**src/rtl/mk_fifo.sv**
```systemverilog
// Guarded two-port FIFO: enqueue and dequeue sides gated by ready flags,
// no bypass, sticky error on any request made while not ready.
module mk_fifo #(
  parameter int width = 1,
  parameter int depth = 2
) (
  input  logic                         clk,
  input  logic                         rst_n,
  input  logic [width-1:0]             enq_in,
  input  logic                         enq_en,
  output logic                         enq_rdy,
  output logic [width-1:0]             deq_out,
  input  logic                         deq_en,
  output logic                         deq_rdy,
  output logic [$clog2(depth+1)-1:0]   count,
  output logic                         err
);
  localparam int AW = $clog2(depth);
  localparam int PW = AW + 1;
  localparam int CW = $clog2(depth + 1);

  logic [width-1:0] mem_q [depth];
  logic [PW-1:0]    wr_ptr_q, wr_ptr_d;
  logic [PW-1:0]    rd_ptr_q, rd_ptr_d;
  logic             err_q, err_d;
  logic             full, empty, enq_acc, deq_acc;

  // Extra pointer MSB separates the full and empty cases when the low bits match.
  always_comb begin
    empty    = (wr_ptr_q == rd_ptr_q);
    full     = (wr_ptr_q[AW-1:0] == rd_ptr_q[AW-1:0]) && (wr_ptr_q[AW] != rd_ptr_q[AW]);
    enq_acc  = enq_en && !full;
    deq_acc  = deq_en && !empty;
    wr_ptr_d = wr_ptr_q;
    rd_ptr_d = rd_ptr_q;
    err_d    = err_q;
    if (enq_acc) wr_ptr_d = wr_ptr_q + PW'(1);
    if (deq_acc) rd_ptr_d = rd_ptr_q + PW'(1);
    if ((enq_en && full) || (deq_en && empty)) err_d = 1'b1;
  end

  always_ff @(posedge clk or negedge rst_n) begin
    if (!rst_n) begin
      wr_ptr_q <= '0;
      rd_ptr_q <= '0;
      err_q    <= 1'b0;
    end else begin
      wr_ptr_q <= wr_ptr_d;
      rd_ptr_q <= rd_ptr_d;
      err_q    <= err_d;
    end
  end

  // Storage is deliberately unreset; pointers alone define validity.
  always_ff @(posedge clk) begin
    if (enq_acc) mem_q[wr_ptr_q[AW-1:0]] <= enq_in;
  end

  assign enq_rdy = !full;
  assign deq_rdy = !empty;
  assign deq_out = empty ? '0 : mem_q[rd_ptr_q[AW-1:0]];
  assign count   = CW'(wr_ptr_q - rd_ptr_q);
  assign err     = err_q;
endmodule

```
**config.mk**
```make
export PLATFORM = sky130hd
export DESIGN_NAME = mk_fifo
export DESIGN_NICKNAME = d
export VERILOG_FILES = /design/src/rtl/mk_fifo.sv
export SDC_FILE = /design/constraint.sdc
export NUM_CORES = 1
export LEC_CHECK = 0
export CAP_MARGIN = 30
export CORE_AREA = 5 5 42 44
export DETAILED_ROUTE_END_ITERATION = 8
export DIE_AREA = 0 0 47 49
export PLACE_DENSITY_LB_ADDON = 0.3
export SYNTH_ARGS = -nofsm -noshare
export SYNTH_HDL_FRONTEND = slang
export SYNTH_SLANG_ARGS = --single-unit
```
**constraint.sdc**
```tcl
create_clock -name clk -period 1.84 [get_ports clk]
set_input_delay 0.368 -clock clk [delete_from_list [all_inputs] [get_ports clk]]
set_output_delay 0.368 -clock clk [all_outputs]
set_load 0.05 [all_outputs]
```
==> results of run 1 <==
[registers in the layout (all words and copies together), names as in the netlist]
register and flops:
mem_q 2, rd_ptr_q 2, wr_ptr_q 2, err 1
[worst max path at each step]
stage                startpoint  slack (ns)  cells past startpoint  endpoint
floorplan           wr_ptr_q[0]       0.002                      3  count[1]
CTS                 wr_ptr_q[0]        0.01                      4   deq_rdy
global placement    wr_ptr_q[0]        0.20                      4  count[0]
global route        wr_ptr_q[0]       0.004                      4   deq_out
detailed placement  wr_ptr_q[0]        0.20                      4  count[0]
finish              wr_ptr_q[0]        0.09                      4   deq_out
[final cells by class]
type | count | area share
clock buffers | 4 | 0.0437
flip-flops and latches | 7 | 0.308
inverters | 2 | 0.0125
repair buffers | 13 | 0.283
multi-input cells | 24 | 0.320
well taps | 16 | 0.0333
[critical path: cells and delay by family, from the launching register on]
family	cells	cell delay [ns]
AOI/OAI and AO/OA	1	0.17
DFF	1	0.41
buffers and inverters	2	0.28
adders and majority gates	1	0.25
[stage by stage]
stage | util | instance area, sq um
after global placement | 0.383 | 537
after global routing | 0.429 | 602
final | 0.429 | 602
after CTS | 0.412 | 577
after detailed placement | 0.383 | 537
after floorplan | - | 367
[kinds of logic (layout without fill, tap and decap cells)]
| kind of cell | after synthesis | after routing | share of synthesized area |
|---|---|---|---|
| AO/OA/AOI/OAI | 8 | 8 | 0.145 |
| XOR/XNOR | 4 | 4 | 0.117 |
| adder cells (fa/ha/maj) | 1 | 1 | 0.0345 |
| buffers and inverters | 3 | 19 | 0.0345 |
| flip-flops | 7 | 7 | 0.510 |
| multiplexers | 2 | 2 | 0.0586 |
| AND/OR/NAND/NOR | 9 | 9 | 0.100 |
[timing repair]
action | CTS | global route
cloned | 0 | 0
gates resized for setup | 2 | 1
pin swaps | 0 | 1
setup buffers | 0 | 2
endpoints found under the hold margin | 0 | 0
endpoints found under the setup margin | 5 | 5
[layout by cell type, fill, tap and decap left out, types with 2 or more instances in the layout]
cell             netlist  layout
buf_12                 0       5
clkbuf_4               0       3
dfrtp_1                5       5
nand2_1                4       4
a21oi_1                3       2
inv_1                  2       2
buf_4                  0       4
xnor2_1                2       2
clkdlybuf4s50_1        0       4
nor2_1                 4       4
edfxtp_1               2       2
[metal layers]
layer	wire length [um]	GRT usage	vias up
met5	0	0	-
met4	6	0.0553	0
met3	56	0.0554	2
met2	367	0.0973	9
met1	294	0.0828	134
li1	-	-	149
==> run_results.csv, run 1 <==
group,metric,value,unit
run_status,outcome,"finished, final reports clean",
synthesis,synth.area.top_cells,"dfrtp_1 (34%), edfxtp_1 (17%), xnor2_1 (4.8%)",
route,drtIter0Drc,4,
timing,clock.fmax,572,MHz
synthesis,ys_types,19,
flow_run,cap_violations,0,
global_route,grt_pass1_wl,1.15,mm
setup_path,critPathRequiredTime,1.47,ns
synthesis,synth_commonest_cells,"dfrtp_1 (5), nand2_1 (4), nor2_1 (4), a21oi_1 (3)",
timing,skew,0.00183,ns
cells_and_area,fillerInstances,146,
cells_and_area,seq_area,185,sq um
die,die_w,47,um
cells_and_area,antenna_cells,0,
global_route,grt_use_total,0.0758,
setup_path,r2r-start,"wr_ptr_q[0]",
synthesis,synth.cell_area,363,sq um
timing,max_slew_margin,0.828,
die,die_area,0.00230,sq mm
synthesis,synthFlopType,"dfrtp_1",
min_path,hold_class,"primary input to asynchronous set/reset pin",
timing,period_minus_slack,1.75,ns
route,routed_wl,725,um
placement,port_buffers,10,
timing,slew_viol_final,0,
route,ant_nets,0,
synthesis,async_flop_share,0.714,
cells_and_area,final_cells,66,
die,initial_core_util,0.259,
timing,rsz0062_at_grt,"no",
route,vias,294,
synthesis,synth_edf_count,2,
clock_network,cts.sinks,7,
cells_and_area,multiInputGateArea,193,sq um
setup_path,path_cells,"inv_1 -> ha_4 -> a21oi_2 -> buf_12",
setup_path,rr_worst_depth,5,
global_route,grt_pass1_vias,271,
setup_path,cp_slowest_stage_delay,0.41,ns
clock_network,cts.path.max_buffers,2,
timing,fin_ws,0.0914,ns
synthesis,ys_seq_elements,7,
global_route,antenna_found_initial,0,
timing,fin_hold_ws,0.336,ns
synthesis,synthCells,34,
timing,setup_violations,0,
setup_path,timing.rr.end,"mem_q[0]",
setup_path,arrival,1.38,ns
clock_network,clockRootBuffer,"clkbuf_4",
cells_and_area,layout-drive-gt1-share,0.340,
clock_network,hold_buffers,0,
timing,fin_tns_setup,0,ns
global_route,gr-total-overflow,0,
clock_network,htree_levels,1,
synthesis,synth.avg_cell_area,10.7,sq um
synthesis,synthesis.nets,40,
synthesis,synth_top_area_frac,0.345,
placement,gp_congestion,0.689,
synthesis,yosysWarnings,0,
setup_path,critPathKind,"flip-flop to output port",
clock_network,cts_tree,"built",
setup_path,cp_slowest_cell,"dfrtp_1",
clock_network,clk_pin_slew,0.05,ns
timing,worst_pin_slew,0.257,ns
setup_path,r2r_slack,0.40,ns
cells_and_area,syn2layout_area_growth,65.9,%
die,row_count,14,
placement,placed_cells,60,
synthesis,yosysTopAreaCell,"dfrtp_1",
placement,dpl_worst_slack,0.201,ns
cells_and_area,finalNetCount,57,
clock_network,clkLatencyLatePin,0.25,ns
route,dr.pass1.iters,4,
synthesis,synth.most_common_cell,"dfrtp_1",
die,core,0.00140,sq mm
global_route,grt_max_degree,11,
die,die_y,49,um
timing,final.period_utilization,0.950,
die,io_pins,11,
clock_network,numCtsBuffers,3,
route,wl_per_cell,11.0,um
synthesis,synth_seq_area_share,0.510,
setup_path,start_kind,"flip-flop",
setup_path,path_max_fanout,10,
timing,hold_viol,0,
route,drc,0,
route,viasPerCell,4.45,
setup_path,end_kind,"output port",
Power of run 1 is left out: the tool's default activity adds up to more than one toggle a clock period on the data nets, which glitch-free logic cannot reach.
==> inputs of run 2 (changes only) <==
--- a/config.mk
+++ b/config.mk
@@ -10,6 +10,7 @@
 export DETAILED_ROUTE_END_ITERATION = 8
 export DIE_AREA = 0 0 47 49
 export PLACE_DENSITY_LB_ADDON = 0.3
+export REMOVE_ABC_BUFFERS = 1
 export SYNTH_ARGS = -nofsm -noshare
 export SYNTH_HDL_FRONTEND = slang
 export SYNTH_SLANG_ARGS = --single-unit
==> run 2 against run 1 <==
  * Die area unchanged
  * Register-to-register slack about the same
  * Maximum frequency rose by 0.22%
  * Critical path depth is 1 lower
  * Clock skew increased by 0.0036 ns
  * Critical endpoint is now count[1]
  * Sequential cell count stayed put
  * Final area grew 1.2%
  * Cell count is the same
  * Clock-buffer cell count is the same
  * Global-route usage decreased by 0.62 points
  * Utilization is 0.54 points higher
==> run_results.csv, run 2 (same netlist as run 1, synthesis figures left out) <==
group,metric,value,unit
run_status,outcome,"finished, final reports clean",
global_route,antenna_found_initial,0,
cells_and_area,fillerInstances,147,
global_route,grt_max_degree,11,
timing,rsz0062_at_grt,"no",
placement,port_buffers,10,
setup_path,start_kind,"flip-flop",
cells_and_area,final_cells,66,
cells_and_area,antenna_cells,0,
cells_and_area,mostFrequentLayoutCells,"dfrtp_1 (5), buf_12 (5)",
global_route,grt_pass1_wl,1.12,mm
route,wl_per_cell,10.3,um
die,initial_core_util,0.259,
global_route,grt_pass1_vias,261,
setup_path,critPathRequiredTime,1.47,ns
min_path,hold_class,"primary input to asynchronous set/reset pin",
die,die_area,0.00230,sq mm
timing,period_minus_slack,1.74,ns
die,die_y,49,um
route,routed_wl,679,um
cells_and_area,finalNetCount,57,
clock_network,clockRootBuffer,"clkbuf_4",
clock_network,hold_buffers,0,
timing,hold_viol,0,
clock_network,cts.sinks,7,
route,dr.pass1.iters,2,
route,ant_nets,0,
timing,max_slew_margin,0.834,
die,row_count,14,
die,core,0.00140,sq mm
die,io_pins,11,
placement,hpwlAfterDp,521,um
die,die_w,47,um
route,drc,0,
clock_network,cts.path.max_buffers,2,
flow_run,cap_violations,0,
global_route,grt_use_total,0.0696,
timing,slew_viol_final,0,
placement,placed_cells,60,
timing,setup_violations,0,
setup_path,end_kind,"output port",
clock_network,clk_pin_slew,0.05,ns
cells_and_area,layout-drive-gt1-share,0.340,
clock_network,cts_tree,"built",
setup_path,critPathKind,"flip-flop to output port",
global_route,gr-total-overflow,0,
placement,gp_congestion,0.644,
timing,clock.fmax,573,MHz
setup_path,path_max_fanout,6,
clock_network,htree_levels,1,
route,vias,286,
cells_and_area,syn2layout_area_growth,67.9,%
timing,skew,0.00541,ns
timing,final.period_utilization,0.948,
route,viasPerCell,4.33,
timing,worst_pin_slew,0.242,ns
route,drtIter0Drc,4,
setup_path,rr_worst_depth,5,
setup_path,arrival,1.38,ns
clock_network,numCtsBuffers,3,
clock_network,clkLatencyLatePin,0.25,ns
run 2: changes by cell type in the layout (fill, tap and decap cells not counted):
cell / change
a21oi_2: -1
a21oi_4: +1
run 2: path summary, 6_finish.rpt:
kind                        startpoint     endpoint  slack, ns
setup / recovery           wr_ptr_q[1]     count[1]        0.1
hold / removal                   rst_n          err       0.34
setup reg to reg           wr_ptr_q[0]     mem_q[1]       0.39
hold reg to reg                    err          err       0.50
max in group asynchronous        rst_n  wr_ptr_q[0]       1.29
min in group clk                   err          err       0.50
run 2: metal layers:
metal  wire, um  share of wire  GRT usage  vias up
met2        326           0.48     0.0905        7
met3         65          0.096     0.0406        2
met4         11          0.016     0.0415        0
li1           -              -          -      147
met1        276           0.41     0.0856      130
met5          0              0          0        -
run 2: repair_timing:
| item | in CTS | in global routing |
|---|---|---|
| setup buffers | 0 | 2 |
| resized for setup | 3 | 2 |
| pin swaps | 0 | 1 |
| setup endpoints to repair | 5 | 5 |
| endpoints found under the hold margin | 0 | 0 |
run 2: layout make-up:
cell class,count,area [sq um],share of cell area
Timing Repair Buffer,13,170,0.279
Inverter,2,7.51,0.0123
Tap cell,16,20.0,0.0329
Multi-Input combinational cell,24,200,0.329
Clock buffer,4,26.3,0.0431
Sequential cell,7,185,0.304
run 2: per-stage QoR:
step | TNS [ns] | hold WS, ns | instance area [sq um] | setup slack [ns] | util
floorplan | -0.151 | 0.0724 | 358 | -0.151 | -
global placement | 0 | 0.468 | 533 | 0.144 | 0.380
detailed placement | 0 | 0.469 | 533 | 0.141 | 0.380
CTS | 0 | 0.337 | 577 | 0.0127 | 0.412
global route | 0 | 0.353 | 609 | 0.00931 | 0.435
finish | 0 | 0.344 | 609 | 0.0952 | 0.435
run 2: critical path, stage by stage, from the launching register on:
cell     delay, ns
dfrtp_1       0.45
xnor2_4       0.29
xnor2_1       0.21
buf_12        0.18
Power of run 2 is left out for the same reason.
==> inputs of run 3 (changes only) <==
--- a/config.mk
+++ b/config.mk
@@ -5,8 +5,9 @@
 export SDC_FILE = /design/constraint.sdc
 export NUM_CORES = 1
 export LEC_CHECK = 0
-export CAP_MARGIN = 30
+export CAP_MARGIN = 20
 export CORE_AREA = 5 5 42 44
+export CTS_CLUSTER_SIZE = 20
 export DETAILED_ROUTE_END_ITERATION = 8
 export DIE_AREA = 0 0 47 49
 export PLACE_DENSITY_LB_ADDON = 0.3
==> results of run 3 <==
Same layout as run 2: the final DEF is identical, and so are final timing and power.
Power of run 3 is left out for the same reason.
